**src/rtl/uart_prog_loader_pkg.sv**
```systemverilog
// Shared types for the serial program loader: frame FSM and UART bit-layer state encodings.
package uart_prog_loader_pkg;

   localparam logic [7:0] SYNC_BYTE_DEF = 8'hA5;

   typedef enum logic [2:0] {
      S_IDLE,
      S_LEN,
      S_DATA,
      S_CSUM,
      S_DONE,
      S_ERR
   } frm_state_e;

   typedef enum logic [1:0] {
      RX_IDLE,
      RX_START,
      RX_DATA,
      RX_STOP
   } rx_state_e;

endpackage

```
**src/rtl/uart_prog_loader_rx.sv**
```systemverilog
// UART receive core: 2-FF synchroniser, glitch-checked start bit, LSB-first 8N1 byte capture.
module uart_rx_core
   import uart_prog_loader_pkg::*;
#(
   parameter int CLK_DIV = 347
) (
   input  logic       clock,
   input  logic       reset,
   input  logic       rx,
   output logic       byte_vld,
   output logic [7:0] byte_data,
   output logic       frm_err
);

   localparam int CW = $clog2(CLK_DIV);

   logic            rx_meta_q, rx_sync_q, rx_prev_q;
   rx_state_e       st_q;
   logic [CW-1:0]   cnt_q;
   logic [2:0]      bit_q;
   logic [7:0]      shift_q;
   logic            stop_smp;

   // Strobes fire in the stop-sample cycle so the frame FSM reacts on the next edge.
   assign stop_smp  = (st_q == RX_STOP) && (cnt_q == CW'(CLK_DIV - 1));
   assign byte_vld  = stop_smp && rx_sync_q;
   assign frm_err   = stop_smp && !rx_sync_q;
   assign byte_data = shift_q;

   always_ff @(posedge clock or posedge reset) begin
      if (reset) begin
         rx_meta_q <= 1'b1;
         rx_sync_q <= 1'b1;
         rx_prev_q <= 1'b1;
         st_q      <= RX_IDLE;
         cnt_q     <= '0;
         bit_q     <= '0;
         shift_q   <= '0;
      end else begin
         rx_meta_q <= rx;
         rx_sync_q <= rx_meta_q;
         rx_prev_q <= rx_sync_q;
         case (st_q)
            RX_IDLE: if (rx_prev_q && !rx_sync_q) begin
               st_q  <= RX_START;
               cnt_q <= '0;
            end
            RX_START: if (cnt_q == CW'(CLK_DIV / 2 - 1)) begin
               cnt_q <= '0;
               bit_q <= '0;
               st_q  <= rx_sync_q ? RX_IDLE : RX_DATA;
            end else begin
               cnt_q <= cnt_q + 1'b1;
            end
            RX_DATA: if (cnt_q == CW'(CLK_DIV - 1)) begin
               cnt_q   <= '0;
               shift_q <= {rx_sync_q, shift_q[7:1]};
               bit_q   <= bit_q + 1'b1;
               if (bit_q == 3'd7) st_q <= RX_STOP;
            end else begin
               cnt_q <= cnt_q + 1'b1;
            end
            RX_STOP: if (cnt_q == CW'(CLK_DIV - 1)) begin
               cnt_q <= '0;
               st_q  <= RX_IDLE;
            end else begin
               cnt_q <= cnt_q + 1'b1;
            end
            default: st_q <= RX_IDLE;
         endcase
      end
   end

endmodule

```
**src/rtl/uart_prog_loader.sv**
```systemverilog
// Serial program loader: SYNC/LEN/DATA/CSUM frames from the UART into instr_mem, with CPU hold.
module uart_prog_loader
   import uart_prog_loader_pkg::*;
#(
   parameter int         CLK_DIV   = 347,
   parameter int         TIMEOUT   = 65535,
   parameter logic [7:0] SYNC_BYTE = SYNC_BYTE_DEF
) (
   input  logic       clock,
   input  logic       reset,
   input  logic       rx,
   output logic [7:0] instr_mem_addr,
   output logic [7:0] instr_mem_data,
   output logic       instr_mem_en,
   output logic       hold_cpu,
   output logic       busy,
   output logic       done,
   output logic       err
);

   localparam int TW = $clog2(TIMEOUT + 1);

   logic          byte_vld, frm_err;
   logic [7:0]    byte_data;

   frm_state_e    st_q;
   logic [7:0]    addr_q, sum_q, mem_addr_q, mem_data_q;
   logic [8:0]    cnt_q;
   logic [TW-1:0] tmo_q;
   logic          en_q, hold_q, busy_q, done_q, err_q;

   uart_rx_core #(.CLK_DIV(CLK_DIV)) u_rx (
      .clock     (clock),
      .reset     (reset),
      .rx        (rx),
      .byte_vld  (byte_vld),
      .byte_data (byte_data),
      .frm_err   (frm_err)
   );

   always_ff @(posedge clock or posedge reset) begin
      if (reset) begin
         st_q       <= S_IDLE;
         addr_q     <= '0;
         sum_q      <= '0;
         cnt_q      <= '0;
         tmo_q      <= '0;
         mem_addr_q <= '0;
         mem_data_q <= '0;
         en_q       <= 1'b0;
         hold_q     <= 1'b0;
         busy_q     <= 1'b0;
         done_q     <= 1'b0;
         err_q      <= 1'b0;
      end else begin
         en_q <= 1'b0;
         case (st_q)
            S_IDLE: if (byte_vld && byte_data == SYNC_BYTE) begin
               st_q   <= S_LEN;
               hold_q <= 1'b1;
               busy_q <= 1'b1;
               done_q <= 1'b0;
               err_q  <= 1'b0;
               addr_q <= '0;
               tmo_q  <= '0;
            end
            // SYNC_BYTE values here are ordinary payload; no mid-frame resync.
            S_LEN, S_DATA, S_CSUM: begin
               if (frm_err) begin
                  st_q <= S_ERR;
               end else if (byte_vld) begin
                  tmo_q <= '0;
                  if (st_q == S_LEN) begin
                     cnt_q <= (byte_data == 8'd0) ? 9'd256 : {1'b0, byte_data};
                     sum_q <= '0;
                     st_q  <= S_DATA;
                  end else if (st_q == S_DATA) begin
                     mem_data_q <= byte_data;
                     mem_addr_q <= addr_q;
                     en_q       <= 1'b1;
                     addr_q     <= addr_q + 1'b1;
                     sum_q      <= sum_q + byte_data;
                     cnt_q      <= cnt_q - 1'b1;
                     if (cnt_q == 9'd1) st_q <= S_CSUM;
                  end else begin
                     st_q <= (byte_data == sum_q) ? S_DONE : S_ERR;
                  end
               end else if (tmo_q == TW'(TIMEOUT - 1)) begin
                  st_q <= S_ERR;
               end else begin
                  tmo_q <= tmo_q + 1'b1;
               end
            end
            S_DONE: begin
               done_q <= 1'b1;
               busy_q <= 1'b0;
               hold_q <= 1'b0;
               st_q   <= S_IDLE;
            end
            S_ERR: begin
               err_q  <= 1'b1;
               busy_q <= 1'b0;
               st_q   <= S_IDLE;
            end
            default: st_q <= S_IDLE;
         endcase
      end
   end

   assign instr_mem_addr = mem_addr_q;
   assign instr_mem_data = mem_data_q;
   assign instr_mem_en   = en_q;
   assign hold_cpu       = hold_q;
   assign busy           = busy_q;
   assign done           = done_q;
   assign err            = err_q;

endmodule

```
**config.mk**
```make
export PLATFORM = sky130hd
export DESIGN_NAME = uart_prog_loader
export DESIGN_NICKNAME = d
export VERILOG_FILES = /design/src/rtl/uart_prog_loader_pkg.sv /design/src/rtl/uart_prog_loader_rx.sv /design/src/rtl/uart_prog_loader.sv
export SDC_FILE = /design/constraint.sdc
export NUM_CORES = 1
export LEC_CHECK = 0
export CAP_MARGIN = 0
export CORE_ASPECT_RATIO = 0.7
export CORE_MARGIN = 4
export CORE_UTILIZATION = 34
export CTS_BUF_LIST = sky130_fd_sc_hd__clkbuf_8 sky130_fd_sc_hd__clkbuf_16
export CTS_CLUSTER_SIZE = 10
export DETAILED_ROUTE_END_ITERATION = 16
export PLACE_DENSITY = 0.54
export SLEW_MARGIN = 20
export SYNTH_ARGS = -nofsm -noshare
export SYNTH_HDL_FRONTEND = slang
export SYNTH_SLANG_ARGS = --single-unit
```
**constraint.sdc**
```tcl
create_clock -name clock -period 4.7 [get_ports clock]
set_clock_uncertainty 0.05 [all_clocks]
set_input_delay 1.41 -clock clock [delete_from_list [all_inputs] [get_ports clock]]
set_output_delay 1.41 -clock clock [all_outputs]
set_load 0.005 [all_outputs]
```
======== Word level (Yosys, flattened, before mapping) ========
Cells that the tools add are included.
storage, ports and cells
  output and inout bits ................... 21
  bits of input ports ..................... 3
  register bits after elaboration ......... 90
  logic and storage cells ................. 134
cells by class
  mux-type cells .......................... 50
  bitwise logic cells ..................... 2
  eq/ne operators ......................... 28
  add/sub/neg operators ................... 6
  reduce and logical (&&, ||, !) cells .... 29
operator list
  kind                   count
  $mux 16                4
  $mux 8                 7
  $mux 9                 6
  $pmux 16 s2            1
  $mux 3                 9
  $pmux 9 s3             1
  $add 16x1->16 const B  1
  $eq 16x16->1 const B   1
  $pmux 8 s2             1
  $mux 2                 6
  $ne 2x2->1 const B     6
  $pmux 3 s2             2
  $reduce_bool 2->1      6
  $reduce_and 5->1       2
  $add 9x1->9 const B    1
  $eq 3x3->1 const B     3
  $eq 9x1->1 const B     1
  $eq 9x8->1 const B     1
  $eq 9x9->1 const B     1
  $sub 9x1->9 const B    1
  $add 8x1->8 const B    1
  $add 8x8->8            1
  $eq 8x8->1             1
  $eq 8x8->1 const B     1
  24 further kinds       50

======== Logic depth before layout (Yosys ltp) ========
Gate-level depths: netlist of the first run.
  depth in word-level cells ............... 7
  mapped depth ............................ 10
  depth with buffers taken out ............ 9

======== Cells and area by module ========
Synthesis of the first run repeated with hierarchy kept, for this count alone.
unflattened totals
  cells, all modules ...................... 504
  area, all modules ....................... 4749.6 µm²
modules (own cells, without submodules)
  module            seq. area each (µm²)  area each (µm²)  times used  cells an instance
  uart_prog_loader  1626.6                3442.1           1           384
  uart_rx_core      629.4                 1307.5           1           120

======== Worst setup path after synthesis of the first run ========
OpenSTA, ideal clock, no wires.
  path kind ............................... register to register
  start point ............................. register u_rx.cnt_q[0]
  end point ............................... register mem_addr_q[0] (netlist: instr_mem_addr[0])
  required time ........................... 4.525 ns
  stages on the path, launching flop included .. 9
  period minus slack after synthesis ...... 2.274 ns
  buffers on the path ..................... 1
  setup time .............................. 0.125 ns
  arrival time ............................ 2.099 ns
  path slack .............................. 2.426 ns
  cell sequence ........................... dfrtp_1 > inv_1 > ha_1 > and4b_1 > nand4_4 > nand2b_4 > nor3_4 > buf_6 > mux2_2
on the way
  cells in the longest elaborated chain, start to end .. 5
  elaborated cells between the ends (all ways) .. 6
  those cells by class .................... eq/ne (1); bitwise (1); reduce/logical (4)
RTL lines
  element                              RTL line                   text
  from (decl)                          uart_prog_loader_rx.sv:19  logic [CW-1:0] cnt_q;
  from (signal assigned)               uart_prog_loader_rx.sv:53  cnt_q <= cnt_q + 1'b1;
  from (signal assigned)               uart_prog_loader_rx.sv:61  cnt_q <= cnt_q + 1'b1;
  from (signal assigned)               uart_prog_loader_rx.sv:67  cnt_q <= cnt_q + 1'b1;
  $eq 9x9->1 *                         uart_prog_loader_rx.sv:25  assign stop_smp = (st_q == RX_STOP) && (cnt_q == CW'(CLK_DIV - 1));
  $logic_and 1x1->1 *                  uart_prog_loader_rx.sv:25
  $logic_and 1x1->1                    uart_prog_loader_rx.sv:27  assign frm_err = stop_smp && !rx_sync_q;
  $not 1->1 (no source line)           n/a
  $reduce_and 5->1 (no source line) *  n/a
  to (signal assigned)                 uart_prog_loader.sv:79     mem_addr_q <= addr_q;
  to (decl)                            uart_prog_loader.sv:27     logic [7:0] addr_q, sum_q, mem_addr_q, mem_data_q;
Every way passes the cells marked *; elsewhere a longest branch is shown, timed or not.
A chain may end at the register's enable or synchronous reset.

======== Final worst setup path of the first run ========
  start point ............................. register st_q[0]
  end point ............................... register tmo_q[14]
on the way
  cells in the longest elaborated chain, start to end .. 4
  elaborated cells between the ends (all ways) .. 11
  those cells by class .................... eq/ne (6); mux (1); reduce/logical (4)
RTL lines
  element                                                    RTL line                text
  from (decl)                                                uart_prog_loader.sv:26  frm_state_e st_q;
  from (signal assigned)                                     uart_prog_loader.sv:86  st_q <= (byte_data == sum_q) ? S_DONE : S_ERR;
  $eq 3x1->1 / $eq 3x2->1 (equally long branches)            uart_prog_loader.sv:57  case (st_q)
  $reduce_or 3->1                                            uart_prog_loader.sv:57
  $ne 3x3->1 (no source line), or another cell as far along  n/a
  $reduce_and 4->1 (no source line)                          n/a
  to (signal assigned)                                       uart_prog_loader.sv:91  tmo_q <= tmo_q + 1'b1;
  to (decl)                                                  uart_prog_loader.sv:29  logic [TW-1:0] tmo_q;
Several ways; a longest one is shown, not always the timed one.

==> results of run 1 <==
[synthesized netlist by cell type (all sizes together) (2+ instances only)]
cell type	number
dfrtp	87
o21ai	61
nand2	39
nor2	37
mux2	22
a21oi	21
ha	21
inv	21
nand3	19
o31ai	15
clkbuf	12
nor3	11
and3	9
nand2b	8
nand4	8
buf	7
xnor2	7
nor4	6
xor2	6
a22o	5
nor2b	5
a31oi	4
and4	4
or3	4
and2	3
dfstp	3
o211ai	3
a32o	2
a41o	2
a41oi	2
and4b	2
nand3b	2
o41ai	2
[worst max-delay path, stage by stage, from the launching register on]
cell,delay (ns)
dfrtp_1,0.57
nor2_1,0.53
a311o_1,0.24
a31o_1,0.61
a21boi_4,0.54
o21ai_0,0.16
o31ai_1,0.09
[kinds of logic (layout without fill, tap and decap cells)]
family | Yosys count | count (layout) | share of synthesized area [%]
AO/OA/AOI/OAI | 127 | 127 | 16.98
buffers and inverters | 40 | 64 | 3.805
multiplexers | 23 | 23 | 5.405
AND/OR/NAND/NOR | 162 | 162 | 18.18
flip-flops | 90 | 90 | 47.31
adder cells (fa/ha/maj) | 22 | 22 | 5.930
XOR/XNOR | 13 | 13 | 2.388
[how the worst max path moves through the flow]
stage | startpoint | to | cells after the start
floorplan | reset | asynchronous set/reset pin | 1
global placement | u_rx.cnt_q[0] | instr_mem_addr[0] | 7
detailed placement | st_q[0] | tmo_q[14] | 6
CTS | st_q[0] | tmo_q[14] | 6
finish | st_q[0] | tmo_q[14] | 6
global route | st_q[0] | tmo_q[10] | 6
[sequential cells by signal (all words and copies together) (netlist names), named ones only]
signal	count
instr_mem_addr	8
addr_q	8
cnt_q	9
u_rx.cnt_q	9
sum_q	8
tmo_q	16
err	1
hold_cpu	1
u_rx.byte_data	8
u_rx.st_q	1
u_rx.bit_q	3
instr_mem_data	8
u_rx.rx_prev_q	1
st_q	3
done	1
u_rx.rx_meta_q	1
busy	1
instr_mem_en	1
u_rx.rx_sync_q	1
[power by group]
group,leakage [nW],internal [mW],switching (mW)
combinational,1.09,0.0816,0.161
sequential,1.24,0.799,0.0276
clock,0.154,0.434,0.326
total,2.49,1.31,0.514
[placed cells by master, fill, tap and decap left out, types with 5 or more instances in the layout]
cell type         n
nor3_1            9
nand4_1           7
nor2b_1           5
inv_1            20
a21oi_1          21
a22o_1            5
nor4_1            5
xnor2_1           7
dfrtp_1          87
o31ai_1          14
mux2_1            8
mux2_2           14
nand2b_1          7
xor2_1            6
and3_1            9
clkbuf_16         9
nor2_1           37
clkdlybuf4s50_1  23
o21ai_0          56
nand3_1          19
o21ai_1           5
ha_1             21
nand2_1          39
[layout make-up]
class | instances | area [um2]
fill | 1302 | 7948
multi-input combinational | 347 | 2336
sequential | 90 | 2256
timing repair buffer | 27 | 280.3
clock buffer | 10 | 239.0
tap | 185 | 231.5
inverter | 21 | 80.08
clock inverter | 6 | 73.82
[layer usage]
layer  routed length [um]  track usage [%]  up-vias
met5                    0                0        -
met2                 4523            20.23       62
li1                     -                -     1772
met3                  404            3.422       11
met1                 5564            21.28     1774
met4                  127            4.311        0
[per-stage QoR]
step                      setup WS (ns)  area (um2)  hold WS, ns
after floorplan                  0.9097        4768       0.2952
after global placement            1.803        5161       0.3217
after detailed placement          1.818        5184       0.3161
after CTS                         1.788        5497       0.3314
after global routing              1.563        5497       0.3366
final                             1.784        5497       0.3262
==> results_dict.tcl, run 1 <==
set metrics [dict create \
    setup_viol 0 \
    post_drt_via_cell_ratio 5.276 \
    post_cts_buffers 0 \
    synth.top_cell.area_share_pct 45.66 \
    cts_max_level 3 \
    die_h_um 107.1 \
    slew_violations 0 \
    syn_nets 502 \
    vias 3619 \
    r2r_cells 6 \
    postSynthAreaPerCell_um2 9.996 \
    hold_class "flop to flop" \
    ff2ff_setup_slack_ns 1.78 \
    ys_ff_latch 90 \
    antenna_cells 0 \
    gp_congestion 0.7826 \
    ios 24 \
    wl_per_cell_um 15.48 \
    clock.fmax_mhz 342.9 \
    grt_pass1_vias 3579 \
    vdd_drop_max_uv 202.1 \
    max_slew_margin_pct 37.68 \
    fin_cells 686 \
    cts_tree "yes" \
    syn_inst 477 \
    synth_area_leaders "dfrtp_1 46%, o21ai_0 6.0%, ha_1 5.5%" \
    area_delta_synth_final_pct 15.27 \
    layout_min_cycle_time_ns 2.916 \
    path_clk_slew_ns 0.07 \
    yosys_warnings 0 \
    dpl.hpwl_um 7237 \
    reg2reg_to "tmo_q[14]" \
    worst_pin_slew_ns 0.9263 \
    power_mw 1.828 \
    startpoint_type "flop" \
    synth_top_area_cell "dfrtp_1" \
    hold_viol 0 \
    worstHoldStart "u_rx.rx_meta_q" \
    dp_cells 670 \
    rows 35 \
    arrival_ns 3.11 \
    leakage_nw 2.485 \
    required_ns 4.89 \
    holdPathEnd "u_rx.rx_sync_q" \
    synth_area_um2 4768 \
    final_core_util_pct 40.88 \
    worstSetupPathType "flop to flop" \
    fp.dieArea_um2 16010 \
    cts-root-buf "clkbuf_16" \
    routed_wl_um 10620 \
    grt_pass1_wl_um 18410 \
    postCtsHoldBufs 0 \
    yosys_most_used_dff "dfrtp_1" \
    post-route-drc-count 0 \
    synth-edff-count 0 \
    cp-end-kind "flop" \
    grt_max_degree 53 \
    firstDrtPassIters 5 \
    start_util_pct 35.47 \
    reg2reg_from "st_q[0]" \
    fin_crit_sh_pct 62.05 \
    grt-ovfl-total 0 \
    antenna_found_initial 0 \
    clk_latency_ns 0.34 \
    clockBufferDepth 2 \
    layout.nets 521 \
    grt_use_total_pct 14.23 \
    synth_seq_area_share_pct 47.31 \
    core-area_um2 13440 \
    layout-drive-gt1-share_pct 9.381 \
    io_buffer_count 23 \
    cap_violations 0 \
    run_status "finished, final reports clean" \
    post_cts_resized 0 \
    rsz0062_at_grt "no" \
    synth_cell_types 59 \
    cts_made_buffers 9 \
    tns_ns 0 \
    clock-sinks 90 \
    cp_max_fo 18 \
    async_flop_share_pct 100.0 \
    initialDrtViolationCount 294 \
    powerDensity_nw_per_um2 332.6 \
    holdPathStages 0 \
    dieWidth_um 149.5 \
    ant_nets 0 \
]
No activity file was read; power rests on OpenSTA's default activity.
==> inputs of run 2 (changes only) <==
==> constraint.sdc (replaced) <==
create_clock -name clock -period 2.75 [get_ports clock]
set_clock_uncertainty 0.05 [all_clocks]
set_input_delay 0.825 -clock clock [delete_from_list [all_inputs] [get_ports clock]]
set_output_delay 0.825 -clock clock [all_outputs]
set_load 0.005 [all_outputs]
==> results_dict.tcl, run 2 (synthesis gave the netlist of run 1 again) <==
set metrics [dict create \
    slew_violations 0 \
    post_cts_resized 0 \
    layout-drive-gt1-share_pct 11.31 \
    postCtsHoldBufs 0 \
    post_cts_buffers 0 \
    initialDrtViolationCount 313 \
    io_buffer_count 23 \
    arrival_ns 2.63 \
    critPathTopFamily "simple AND/OR/NAND/NOR gates" \
    slowest_stage "or3_1" \
    cap_violations 0 \
    clockBufferDepth 2 \
    cts_max_level 3 \
    antenna_cells 0 \
    ant_nets 0 \
    routed_wl_um 10900 \
    layout.nets 533 \
    die_h_um 107.1 \
    tns_ns 0 \
    start_util_pct 35.47 \
    layout_min_cycle_time_ns 2.454 \
    crit_path_max_incr_delay_ns 0.57 \
    clock-sinks 90 \
    worstHoldStart "u_rx.rx_meta_q" \
    run_status "finished, final reports clean" \
    reg2reg_from "u_rx.cnt_q[0]" \
    area_delta_synth_final_pct 16.98 \
    wl_per_cell_um 15.61 \
    regMostFlops "tmo_q" \
    largest_reg_flops 16 \
    rows 35 \
    powerDensity_nw_per_um2 555.0 \
    path_clk_slew_ns 0.07 \
    largestRegisters "tmo_q (16), cnt_q (9), u_rx.cnt_q (9)" \
    path_cells "inv_1 > ha_1 > nand4b_1 > nor2_1 > nand3_1 > or3_1 > buf_4 > a22o_1" \
    required_ns 2.92 \
    cp-end-kind "flop" \
    cp_max_fo 17 \
    hold_class "flop to flop" \
    clk_latency_ns 0.34 \
    grt_use_total_pct 14.41 \
    gp_congestion 0.7886 \
    final_core_util_pct 41.49 \
    setup_viol 0 \
    dpl.hpwl_um 7482 \
    max_slew_margin_pct 59.71 \
    antenna_found_initial 0 \
    worstSetupPathType "flop to flop" \
    worst_pin_slew_ns 0.6021 \
    firstDrtPassIters 5 \
    ios 24 \
    grt_max_degree 91 \
    cts-root-buf "clkbuf_16" \
    vdd_drop_max_uv 303.8 \
    worst-path-buf-inv 2 \
    grt_pass1_vias 3613 \
    fill_cells 1290 \
    post_drt_via_cell_ratio 5.259 \
    crit_start "u_rx.cnt_q[0]" \
    leakage_nw 2.531 \
    cts_made_buffers 9 \
    fin_crit_sh_pct 89.23 \
    startpoint_type "flop" \
    rsz0062_at_grt "no" \
    dieWidth_um 149.5 \
    clock.fmax_mhz 407.5 \
    layout_common_cells "87 x dfrtp_1, 57 x o21ai_0, 39 x nand2_1, 37 x nor2_1, 23 x clkdlybuf4s50_1" \
    core-area_um2 13440 \
    vias 3671 \
    fp.dieArea_um2 16010 \
    grt_pass1_wl_um 18690 \
    post-route-drc-count 0 \
    hold_viol 0 \
    layout_commonest_cell "dfrtp_1" \
    cts_tree "yes" \
    grt-ovfl-total 0 \
]
==> run 2: final timing paths <==
check / cells past startpoint / to / slack, ns
min in group asynchronous: 3 / cnt_q[7] / 0.91
max reg2reg: 8 / sum_q[2] / 0.30
min reg2reg: 0 / u_rx.rx_sync_q / 0.34
max: 8 / sum_q[2] / 0.30
min: 0 / u_rx.rx_sync_q / 0.34
max in group asynchronous: 3 / u_rx.rx_meta_q / 1.32
==> run 2: per-layer routing <==
layer  global-route usage (%)  wire, um
met1                    22.17      5840
met2                    20.10      4512
met3                    3.295       405
met4                    3.919       138
met5                        0         0
==> run 2: area by class of cell <==
| class | count | area (um2) | area share [%] |
|---|---|---|---|
| flip-flops and latches | 90 | 2256 | 40.44 |
| clock buffers | 9 | 225.2 | 4.038 |
| well taps | 185 | 231.5 | 4.150 |
| repair buffers | 39 | 375.4 | 6.729 |
| inverters | 21 | 82.58 | 1.480 |
| clock inverters | 7 | 71.32 | 1.279 |
| multi-input cells | 347 | 2336 | 41.88 |
==> run 2: report_power, final <==
part           internal [mW]  switching [mW]  leakage, nW
sequential              1.37          0.0488         1.24
clock                  0.704           0.529        0.143
combinational          0.163           0.285         1.15
==> run 2: through the flow <==
stage	hold slack [ns]	area [um2]	power, mW	worst slack (ns)	cells
floorplan	0.2952	4772	1.745	0.4759	477
global placement	0.3185	5281	1.876	0.3968	682
detailed placement	0.3217	5281	1.886	0.3130	682
CTS	0.3379	5578	3.138	0.3074	698
global route	0.3458	5578	3.275	0.06014	698
finish	0.3390	5578	3.096	0.2962	698
==> run 2: worst reg2reg max path: cells and delay by family (launching register included) <==
kind            cells  cell delay, ns
fa+ha+maj           1            0.16
flops               1            0.43
compound gates      1            0.25
simple gates        4            1.06
buf+inv             2            0.39
